<file path="src/rtl/sram_port_arbiter_if.sv">
// sram_port_arbiter_if: requester handshake bus plus SRAM port of the shared-SRAM arbiter.
// The lock vector exists only when ARB_LOCK_EN is defined.
interface sram_port_arbiter_if #(
  parameter int unsigned NUM_REQ    = 3,
  parameter int unsigned ADDR_WIDTH = 11,
  parameter int unsigned DATA_WIDTH = 18
);
  logic [NUM_REQ-1:0]            req;
  logic [NUM_REQ-1:0]            we;
  logic [NUM_REQ*ADDR_WIDTH-1:0] addr;
  logic [NUM_REQ*DATA_WIDTH-1:0] wdata;
  logic [NUM_REQ-1:0]            gnt;
  logic [NUM_REQ-1:0]            rvalid;
  logic [DATA_WIDTH-1:0]         rdata;
  logic                          sram_en;
  logic                          sram_we;
  logic [ADDR_WIDTH-1:0]         sram_addr;
  logic [DATA_WIDTH-1:0]         sram_wdata;
  logic [DATA_WIDTH-1:0]         sram_rdata;
`ifdef ARB_LOCK_EN
  logic [NUM_REQ-1:0]            lock;

  // Arbiter view: requesters in, SRAM out.
  modport slave (
    input  req, we, addr, wdata, lock, sram_rdata,
    output gnt, rvalid, rdata, sram_en, sram_we, sram_addr, sram_wdata
  );

  // Environment view: requesters and the SRAM macro.
  modport master (
    output req, we, addr, wdata, lock, sram_rdata,
    input  gnt, rvalid, rdata, sram_en, sram_we, sram_addr, sram_wdata
  );
`else
  // Arbiter view: requesters in, SRAM out.
  modport slave (
    input  req, we, addr, wdata, sram_rdata,
    output gnt, rvalid, rdata, sram_en, sram_we, sram_addr, sram_wdata
  );

  // Environment view: requesters and the SRAM macro.
  modport master (
    output req, we, addr, wdata, sram_rdata,
    input  gnt, rvalid, rdata, sram_en, sram_we, sram_addr, sram_wdata
  );
`endif
endinterface

</file>
<file path="src/rtl/sram_port_arbiter.sv">
// sram_port_arbiter: round-robin sharing of one single-port synchronous SRAM among NUM_REQ
// requesters. One access per two cycles; read data returns two cycles after the SRAM access
// with a one-hot rvalid. Define ARB_LOCK_EN to add the lock input (burst ownership).
module sram_port_arbiter #(
  parameter int unsigned NUM_REQ    = 3,
  parameter int unsigned ADDR_WIDTH = 11,
  parameter int unsigned DATA_WIDTH = 18
) (
  input  logic               clk,
  input  logic               reset_n,
  sram_port_arbiter_if.slave bus
);
  localparam int unsigned      IDX_W    = (NUM_REQ > 1) ? $clog2(NUM_REQ) : 1;
  localparam int unsigned      CAND_W   = IDX_W + 1;
  localparam logic [IDX_W-1:0] LAST_RST = IDX_W'(NUM_REQ - 1);

  localparam logic [0:0] S_ARB   = 1'b0;
  localparam logic [0:0] S_ISSUE = 1'b1;

  logic [0:0]            state_q, state_d;
  logic [IDX_W-1:0]      last_q, last_d;
  logic [NUM_REQ-1:0]    gnt_q, gnt_d;
  logic [NUM_REQ-1:0]    rvalid_q, rvalid_d;
  logic [NUM_REQ-1:0]    rd_pend_q, rd_pend_d;
  logic [DATA_WIDTH-1:0] rdata_q, rdata_d;
  logic                  sram_en_q, sram_en_d;
  logic                  sram_we_q, sram_we_d;
  logic [ADDR_WIDTH-1:0] sram_addr_q, sram_addr_d;
  logic [DATA_WIDTH-1:0] sram_wdata_q, sram_wdata_d;

  logic [IDX_W-1:0]      win;
  logic                  win_vld;
  logic [CAND_W-1:0]     cand;
  logic [NUM_REQ-1:0]    win_oh;
  logic                  sel_we;
  logic [ADDR_WIDTH-1:0] sel_addr;
  logic [DATA_WIDTH-1:0] sel_wdata;
`ifdef ARB_LOCK_EN
  logic                  own_q, own_d;
  logic                  sel_lock;
`endif

  // Winner: first requester after the last grant, wrapping; a locked owner keeps the port.
  always_comb begin
    win     = LAST_RST;
    win_vld = 1'b0;
    cand    = '0;
    for (int unsigned i = 1; i <= NUM_REQ; i++) begin
      cand = {1'b0, last_q} + CAND_W'(i);
      if (cand >= CAND_W'(NUM_REQ)) begin
        cand = cand - CAND_W'(NUM_REQ);
      end
      if (!win_vld && bus.req[cand[IDX_W-1:0]]) begin
        win     = cand[IDX_W-1:0];
        win_vld = 1'b1;
      end
    end
`ifdef ARB_LOCK_EN
    if (own_q && bus.req[last_q] && bus.lock[last_q]) begin
      win     = last_q;
      win_vld = 1'b1;
    end
`endif
  end

  // Select the winner's command fields.
  always_comb begin
    win_oh    = '0;
    sel_we    = 1'b0;
    sel_addr  = '0;
    sel_wdata = '0;
`ifdef ARB_LOCK_EN
    sel_lock  = 1'b0;
`endif
    for (int unsigned i = 0; i < NUM_REQ; i++) begin
      if (win == IDX_W'(i)) begin
        win_oh[i] = 1'b1;
        sel_we    = bus.we[i];
        sel_addr  = bus.addr[i*ADDR_WIDTH +: ADDR_WIDTH];
        sel_wdata = bus.wdata[i*DATA_WIDTH +: DATA_WIDTH];
`ifdef ARB_LOCK_EN
        sel_lock  = bus.lock[i];
`endif
      end
    end
  end

  // Next state, SRAM command and read-return pipeline.
  always_comb begin
    state_d      = state_q;
    last_d       = last_q;
    gnt_d        = '0;
    sram_en_d    = 1'b0;
    sram_we_d    = 1'b0;
    sram_addr_d  = sram_addr_q;
    sram_wdata_d = sram_wdata_q;
    rd_pend_d    = (sram_en_q && !sram_we_q) ? gnt_q : '0;
    rvalid_d     = rd_pend_q;
    rdata_d      = (|rd_pend_q) ? bus.sram_rdata : rdata_q;
`ifdef ARB_LOCK_EN
    own_d        = own_q;
`endif
    case (state_q)
      S_ARB: begin
`ifdef ARB_LOCK_EN
        if (!bus.req[last_q]) begin
          own_d = 1'b0;
        end
`endif
        if (win_vld) begin
          gnt_d        = win_oh;
          sram_en_d    = 1'b1;
          sram_we_d    = sel_we;
          sram_addr_d  = sel_addr;
          sram_wdata_d = sel_wdata;
          last_d       = win;
          state_d      = S_ISSUE;
`ifdef ARB_LOCK_EN
          own_d        = sel_lock;
`endif
        end
      end
      S_ISSUE: state_d = S_ARB;
      default: state_d = S_ARB;
    endcase
  end

  // State and output registers; synchronous reset drops any in-flight read.
  always_ff @(posedge clk) begin
    if (!reset_n) begin
      state_q      <= S_ARB;
      last_q       <= LAST_RST;
      gnt_q        <= '0;
      rvalid_q     <= '0;
      rd_pend_q    <= '0;
      rdata_q      <= '0;
      sram_en_q    <= 1'b0;
      sram_we_q    <= 1'b0;
      sram_addr_q  <= '0;
      sram_wdata_q <= '0;
`ifdef ARB_LOCK_EN
      own_q        <= 1'b0;
`endif
    end else begin
      state_q      <= state_d;
      last_q       <= last_d;
      gnt_q        <= gnt_d;
      rvalid_q     <= rvalid_d;
      rd_pend_q    <= rd_pend_d;
      rdata_q      <= rdata_d;
      sram_en_q    <= sram_en_d;
      sram_we_q    <= sram_we_d;
      sram_addr_q  <= sram_addr_d;
      sram_wdata_q <= sram_wdata_d;
`ifdef ARB_LOCK_EN
      own_q        <= own_d;
`endif
    end
  end

  assign bus.gnt        = gnt_q;
  assign bus.rvalid     = rvalid_q;
  assign bus.rdata      = rdata_q;
  assign bus.sram_en    = sram_en_q;
  assign bus.sram_we    = sram_we_q;
  assign bus.sram_addr  = sram_addr_q;
  assign bus.sram_wdata = sram_wdata_q;

endmodule

</file>
<file path="src/flat_wrapper.sv">
// flat-port wrapper written by rule: the top's interface ports become plain ports
module sram_port_arbiter_flat 
#(
  parameter int unsigned NUM_REQ    = 3,
  parameter int unsigned ADDR_WIDTH = 11,
  parameter int unsigned DATA_WIDTH = 18
)
  (clk, reset_n, bus_req, bus_we, bus_addr, bus_wdata, bus_sram_rdata, bus_gnt, bus_rvalid, bus_rdata, bus_sram_en, bus_sram_we, bus_sram_addr, bus_sram_wdata);
  sram_port_arbiter_if #(.NUM_REQ(NUM_REQ), .ADDR_WIDTH(ADDR_WIDTH), .DATA_WIDTH(DATA_WIDTH)) bus_i ();
  input  logic clk;
  input  logic reset_n;
  input wire logic [$bits(bus_i.req)-1:0] bus_req;
  input wire logic [$bits(bus_i.we)-1:0] bus_we;
  input wire logic [$bits(bus_i.addr)-1:0] bus_addr;
  input wire logic [$bits(bus_i.wdata)-1:0] bus_wdata;
  input wire logic [$bits(bus_i.sram_rdata)-1:0] bus_sram_rdata;
  output wire logic [$bits(bus_i.gnt)-1:0] bus_gnt;
  output wire logic [$bits(bus_i.rvalid)-1:0] bus_rvalid;
  output wire logic [$bits(bus_i.rdata)-1:0] bus_rdata;
  output wire logic [$bits(bus_i.sram_en)-1:0] bus_sram_en;
  output wire logic [$bits(bus_i.sram_we)-1:0] bus_sram_we;
  output wire logic [$bits(bus_i.sram_addr)-1:0] bus_sram_addr;
  output wire logic [$bits(bus_i.sram_wdata)-1:0] bus_sram_wdata;
  assign bus_i.req = bus_req;
  assign bus_i.we = bus_we;
  assign bus_i.addr = bus_addr;
  assign bus_i.wdata = bus_wdata;
  assign bus_i.sram_rdata = bus_sram_rdata;
  assign bus_gnt = bus_i.gnt;
  assign bus_rvalid = bus_i.rvalid;
  assign bus_rdata = bus_i.rdata;
  assign bus_sram_en = bus_i.sram_en;
  assign bus_sram_we = bus_i.sram_we;
  assign bus_sram_addr = bus_i.sram_addr;
  assign bus_sram_wdata = bus_i.sram_wdata;
  sram_port_arbiter #(.NUM_REQ(NUM_REQ), .ADDR_WIDTH(ADDR_WIDTH), .DATA_WIDTH(DATA_WIDTH)) u_core (.clk(clk), .reset_n(reset_n), .bus(bus_i));
endmodule
</file>
<file path="config.mk">
export PLATFORM = sky130hd
export DESIGN_NAME = sram_port_arbiter_flat
export DESIGN_NICKNAME = d
export VERILOG_FILES = /design/src/rtl/sram_port_arbiter_if.sv /design/src/rtl/sram_port_arbiter.sv /design/src/flat_wrapper.sv
export SDC_FILE = /design/constraint.sdc
export NUM_CORES = 1
export LEC_CHECK = 0
export CAP_MARGIN = 20
export CORE_MARGIN = 8
export CORE_UTILIZATION = 36
export DETAILED_ROUTE_END_ITERATION = 10
export PLACE_DENSITY = 0.77
export SLEW_MARGIN = 10
export SYNTH_ARGS = -nofsm -noshare
export SYNTH_HDL_FRONTEND = slang
export SYNTH_SLANG_ARGS = --single-unit
</file>
<file path="constraint.sdc">
create_clock -name clk -period 3.2 [get_ports clk]
set_clock_uncertainty 0.15 [all_clocks]
set_input_delay 0.32 -clock clk [delete_from_list [all_inputs] [get_ports clk]]
set_output_delay 0.32 -clock clk [all_outputs]
set_load 0.005 [all_outputs]
</file>
Yosys cells after proc, flatten, opt, wreduce, memory -nomap -nowiden. Cells that the tools add are included.

Reductions and logical operators: 12. $add $sub $neg: 6. $lt $le $gt $ge: 6. Bitwise operators: 3. Eq/ne operators: 2. Multiplexer cells: 29.

Operators by type and width (count): 2-to-1 mux 18 bit (3); 2-to-1 mux 11 bit (3); 2-to-1 mux 1 bit (13); 2-to-1 mux 2 bit (6); >= comparator 3 x 2 -> 1 bit (second input constant) (3); < comparator 2 x 3 -> 1 bit (second input constant) (3); adder 2 x 2 -> 3 bit (second input constant) (2); binary-select mux 1 bit (select 2 bit) (3); OR reduction 3 bit (2); subtractor 2 bit (second input constant) (3); AND reduction 2 bit (2); adder 2 x 1 -> 3 bit (second input constant) (1); logical AND 1 bit (3); logical NOT 1 bit (3); inverter 1 bit (3); == test 2 x 1 -> 1 bit (second input constant) (1); == test 2 bit (second input constant) (1); logical NOT 2 bit (1); one-hot mux 1 bit (2 select lines) (1); OR reduction 2 bit (1).

Flip-flop bits (word level): 61. Bits of input ports: 113. Output and inout bits: 55.

Depth between registers and ports, before layout.
Depth after elaboration: 16. Depth in mapped cells: 11.

Least setup slack after synthesis. No wires, ideal clock.

Kind: reg2reg. Start: register u_core.last_q[0]. End: register u_core.sram_addr_q[3] (netlist: u_core.bus.sram_addr[3]). Data arrival time: 2.082 ns. Clock period less this slack: 2.352 ns. Stages on the path, launching flop included: 12. Slack: 0.848 ns. Required time: 2.930 ns. Path through: dfxtp_1 > inv_1 > ha_1 > buf_6 > mux2i_1 > o22a_4 > nand3b_2 > and2_4 > buf_6 > buf_6 > a211oi_2 > o21ai_1.

Cells in the longest elaborated chain, start to end: 16. Elaborated cells on any way between the ends: 35. Classes of those cells: add/sub: 6; order compare: 3; eq/ne: 2; mux: 18; reduce/logical: 6.

Ends and longest elaborated chain: start, declared (line sram_port_arbiter.sv:21) `logic [IDX_W-1:0] last_q, last_d;`; start signal, assigned (line sram_port_arbiter.sv:146) `last_q <= last_d;`; adder 2 x 1 -> 3 bit (line sram_port_arbiter.sv:49) `cand = {1'b0, last_q} + CAND_W'(i);`; >= comparator 3 x 2 -> 1 bit / subtractor 2 bit (equally long branches) (line sram_port_arbiter.sv:50, sram_port_arbiter.sv:51); 2-to-1 mux 2 bit (line sram_port_arbiter.sv:50) `if (cand >= CAND_W'(NUM_REQ)) begin`; binary-select mux 1 bit (select 2 bit) (line sram_port_arbiter.sv:53) `if (!win_vld && bus.req[cand[IDX_W-1:0]]) begin`; 2-to-1 mux 1 bit (implied by the code) (line sram_port_arbiter.sv:53); 2-to-1 mux 1 bit (line sram_port_arbiter.sv:53); logical NOT 1 bit (line sram_port_arbiter.sv:53); logical AND 1 bit (line sram_port_arbiter.sv:53); 2-to-1 mux 1 bit (line sram_port_arbiter.sv:53); logical NOT 1 bit (line sram_port_arbiter.sv:53); logical AND 1 bit (line sram_port_arbiter.sv:53); 2-to-1 mux 2 bit (line sram_port_arbiter.sv:53); logical NOT 2 bit (line sram_port_arbiter.sv:76) `if (win == IDX_W'(i)) begin`; 2-to-1 mux 11 bit (3 in series) (line sram_port_arbiter.sv:76); end signal, assigned (line sram_port_arbiter.sv:153) `sram_addr_q <= sram_addr_d;`; end, declared (line sram_port_arbiter.sv:28) `logic [ADDR_WIDTH-1:0] sram_addr_q, sram_addr_d;`.

Several ways; a longest one is shown, not always the timed one. The select of a mux whose other input is x is not followed. A chain may end at the register's enable or synchronous reset.

Worst setup path in the final report.
Start: register u_core.last_q[0]. End: register u_core.sram_wdata_q[14] (netlist: u_core.bus.sram_wdata[14]).

Cells in the longest elaborated chain, start to end: 16. Elaborated cells on any way between the ends: 35. Classes of those cells: add/sub: 6; order compare: 3; eq/ne: 2; mux: 18; reduce/logical: 6.

Ends and longest elaborated chain: adder 2 x 1 -> 3 bit (line sram_port_arbiter.sv:49); >= comparator 3 x 2 -> 1 bit / subtractor 2 bit (equally long branches) (line sram_port_arbiter.sv:50, sram_port_arbiter.sv:51); 2-to-1 mux 2 bit (line sram_port_arbiter.sv:50); binary-select mux 1 bit (select 2 bit) (line sram_port_arbiter.sv:53); 2-to-1 mux 1 bit (implied by the code) (line sram_port_arbiter.sv:53); 2-to-1 mux 1 bit (line sram_port_arbiter.sv:53); logical NOT 1 bit (line sram_port_arbiter.sv:53); logical AND 1 bit (line sram_port_arbiter.sv:53); 2-to-1 mux 1 bit (line sram_port_arbiter.sv:53); logical NOT 1 bit (line sram_port_arbiter.sv:53); logical AND 1 bit (line sram_port_arbiter.sv:53); 2-to-1 mux 2 bit (line sram_port_arbiter.sv:53); logical NOT 2 bit (line sram_port_arbiter.sv:76); 2-to-1 mux 18 bit (3 in series) (line sram_port_arbiter.sv:76); end signal, assigned (line sram_port_arbiter.sv:154) `sram_wdata_q <= sram_wdata_d;`; end, declared (line sram_port_arbiter.sv:29) `logic [DATA_WIDTH-1:0] sram_wdata_q, sram_wdata_d;`.

Several ways; a longest one is shown, not always the timed one. The select of a mux whose other input is x is not followed.

==> impl_summary.txt <==
----------------------------------------------------
[Power and ir drop]
  Total power ... 3.881 mW
  PD cells ... 802.7 mW/mm^2
  Reported leakage power ... 1.742 nW
  Largest voltage drop on the vdd net ... 0.4128 mV

[Worst setup path]
  Endpoint arrival time on the critical path ... 2.95 ns
  Element type at the critical path end ... flop
  Number of buffers and inverters on the critical path ... 2
  Ordered list of cells on the worst path ... inv_1 > ha_1 > mux2i_1 > o22a_4 > a31oi_4 > nand2_2 > clkinv_2 > nand2_2 > o21ai_0
  Setup slack, reg-to-reg ... 0.31 ns
  Required time of the worst setup path ... 3.26 ns
  Type of origin of the critical path ... flop
  Most numerous cell on the critical path ... nand2_2
  CP delay by family, top ... compound AO/OA/AOI/OAI gates
  CP Max Fanout ... 31
  Start-to-end type of the worst setup path ... reg2reg
  Crit-path max cell delay ... 0.46 ns
  Max stage delay cell, worst path ... dfxtp_1

[Route]
  # DRC ... 0
  Total iterations of the first detailed-routing run ... 4
  Vias ... 2,935
  Post-detailed-route wirelength per cell ... 16.79 um
  Number of antenna-violating nets in the routed design ... 0
  DR vias/cell ... 4.958
  Wire length reported by the detailed router ... 9938 um
  Number of DRC markers after the initial detailed-route iteration ... 126

[Layout]
  Number of antenna cells inserted ... 0
  Non-filler instance count after layout ... 592
  Final Util ... 0.5974
  Layout overhead on the synthesized area ... 63.94%
  Layout Nets ... 598
  Proportion of layout cells with a drive suffix above 1 ... 0.1088
  Layout filler cell count ... 718
  Final standard cell area without fillers ... 0.004835 mm^2

[STA]
  RSZ-0062 raised after global routing ... false
  Relative max-transition margin ... 0.6105
  Final-report max-slew violation count ... 0
  Final worst-path cycle share ... 0.9026
  Setup WS post-layout ... 0.3116 ns
  Final count of hold timing violations ... 0
  Setup TNS after final layout ... 0 ns
  Min cycle time layout ... 2.888 ns
  Number of setup violations in the final report ... 0
  Final hold slack ... 0.2950 ns
  Maximum clock frequency ... 346.2 MHz
  Pin slew with the least headroom to its limit ... 0.5842 ns

[Synthesis]
  Synth area leaders ... dfxtp_1 41%, a21boi_0 9.4%, nand2_1 7.9%, a211oi_2 7.2%, o21ai_1 7.0%
  Number of synthesized flops with an enable pin ... 0
  Syn Nets ... 436
  Synthesized instance count ... 320
  Share of flip-flops with an asynchronous set or reset ... 0
  Top_reg_cell synth ... dfxtp_1
  Most repeated cell in the gate-level netlist after synthesis ... nand2_1
  Count of cell types in the netlist ... 43
  Synth top cells by count ... 62 x nand2_1, 60 x dfxtp_1, 41 x o21ai_1, 37 x a21boi_0, 17 x a211oi_2
  Seq/Total Area, Yosys ... 0.4073
  Avg Synthesized Cell Area ... 9.216 um^2
  Mapped Area ... 0.002949 mm^2
  Total of flip-flops plus latches after synthesis ... 60
  Largest area contributor in the netlist ... dfxtp_1
  Portion of synthesized cell area occupied by the leading cell type ... 0.4073
  Yosys synthesis warning count ... 0

[Die]
  Ports placed on the boundary ... 168
  Area of the die ... 0.01134 mm^2
  Core Footprint ... 0.008093 mm^2
  Die height ... 106.5 um
  Initial cell density of the core ... 0.3644
  Site row count ... 33
  Width of the chip ... 106.5 um

[Placed design]
  Routability Congestion ... 0.7765
  Total instance count after detailed placement ... 576
  Area after DPL ... 0.004632 mm^2
  Setup Slack @ Placement ... 0.3320 ns
  Buffers added on ports ... 167
  Total half-perimeter wirelength after legalization and detailed placement ... 7702 um

[Worst hold path]
  Worst hold path class ... reg2reg

[GRT]
  Largest net degree at the start of global routing ... 32
  Number of antenna violations at the first check in global routing ... 0
  Total gr overflow ... 0
  Wire length of the first global-routing pass ... 15,420 um
  Total GRT Usage ... 0.1692
  Via count of the first global-routing pass ... 3,140

[Clocking]
  PostCTS Resize Cnt ... 0
  Worst-skew pair later-pin latency ... 0.32 ns
  Post-CTS clock slew at the launch and capture registers of the worst setup and hold paths ... 0.07 ns
  Clock net sink count ... 60
  Clock tree from TritonCTS ... built
  Maximum clock path buffer count ... 2
  Clk root buf ... clkbuf_8
  CTS hold repair buffers ... 0
  H-tree levels ... 3
  Total CTS buffers ... 9
  Setup Fix Bufs, Post-CTS ... 0

[Job]
  Max Cap Violations ... 0

[Outcome]
  Result of the run ... complete, no violations

----------------------------------------------------
[worst min-delay path: stages (launching register included)]
cell     delay [ns]
dfxtp_1        0.31
nand2_1        0.05
o21ai_1        0.05
[cell families (layout without fill, tap and decap cells)]
family                     Yosys count  in the layout  synth area share
AOI/OAI and AO/OA                  128            128            0.3271
xor gates and xnor gates             1              1          0.002970
adders and majority gates            3              3           0.01273
buffers and inverters               28            195           0.06533
DFF                                 60             60            0.4073
muxes                               13             13           0.04412
and+or+nand+nor                     87             87            0.1404
[cell usage in the layout, fill, tap and decap left out, drive strengths merged]
cell,Yosys,final
o22a,1,1
a2bb2oi,1,1
o211a,1,1
nand2b,2,2
and4b,2,2
and2,7,7
o211ai,2,2
nand2,64,64
a32oi,9,9
nand3b,2,2
clkinvlp,0,1
nor2,3,3
mux2i,13,13
clkdlybuf4s50,0,167
a21oi,2,2
buf,15,7
or3,1,1
nor2b,1,1
a41oi,1,1
ha,3,3
a31oi,1,1
inv,4,4
clkbuf,8,12
a31o,1,1
o22ai,1,1
a211oi,19,19
clkinv,1,3
a21boi,37,37
nor3,3,3
o21a,1,1
bufinv,0,1
o21ai,51,51
dfxtp,60,60
xnor2,1,1
nand3,2,2
[area by class of cell]
class	instances	area [um^2]	share of cell area
repair buffers	174	1724	0.3566
well taps	105	131.4	0.02717
clock inverters	4	47.55	0.009834
inverters	5	20.02	0.004141
clock buffers	12	155.1	0.03209
flip-flops and latches	60	1201	0.2484
multi-input cells	232	1555	0.3217
[layer usage]
layer,wire (um),GRT usage
met2,4730,0.2900
met1,4082,0.1803
met5,0,0
met3,979,0.08167
met4,146,0.05025
[state kept, by name, summed over array words and instances (netlist names)]
name and count:
u_core.bus.rdata 18, u_core.bus.sram_wdata 18, u_core.bus.sram_addr 11, u_core.bus.gnt 3, u_core.bus.rvalid 3, u_core.rd_pend_q 3
u_core.last_q 2, u_core.bus.sram_en 1, u_core.bus.sram_we 1
[power by group]
part | leakage, nW | total, mW | internal [mW] | switching, mW
Combinational | 1.15 | 2.12 | 0.985 | 1.14
Clock | 0.102 | 0.693 | 0.400 | 0.293
Sequential | 0.492 | 1.06 | 0.949 | 0.114
[final timing paths]
path,startpoint,endpoint,cells past startpoint
max,u_core.last_q[0]$_SDFFE_PN0P_,u_core.bus.sram_wdata[14]$_SDFFE_PN0P_,9
min,u_core.bus.sram_addr[3]$_SDFFE_PN0P_,u_core.bus.sram_addr[3]$_SDFFE_PN0P_,2
max reg2reg,u_core.last_q[0]$_SDFFE_PN0P_,u_core.bus.sram_wdata[14]$_SDFFE_PN0P_,9
min reg2reg,u_core.bus.sram_addr[3]$_SDFFE_PN0P_,u_core.bus.sram_addr[3]$_SDFFE_PN0P_,2
Note: power is estimated with default switching activity, not from simulation.
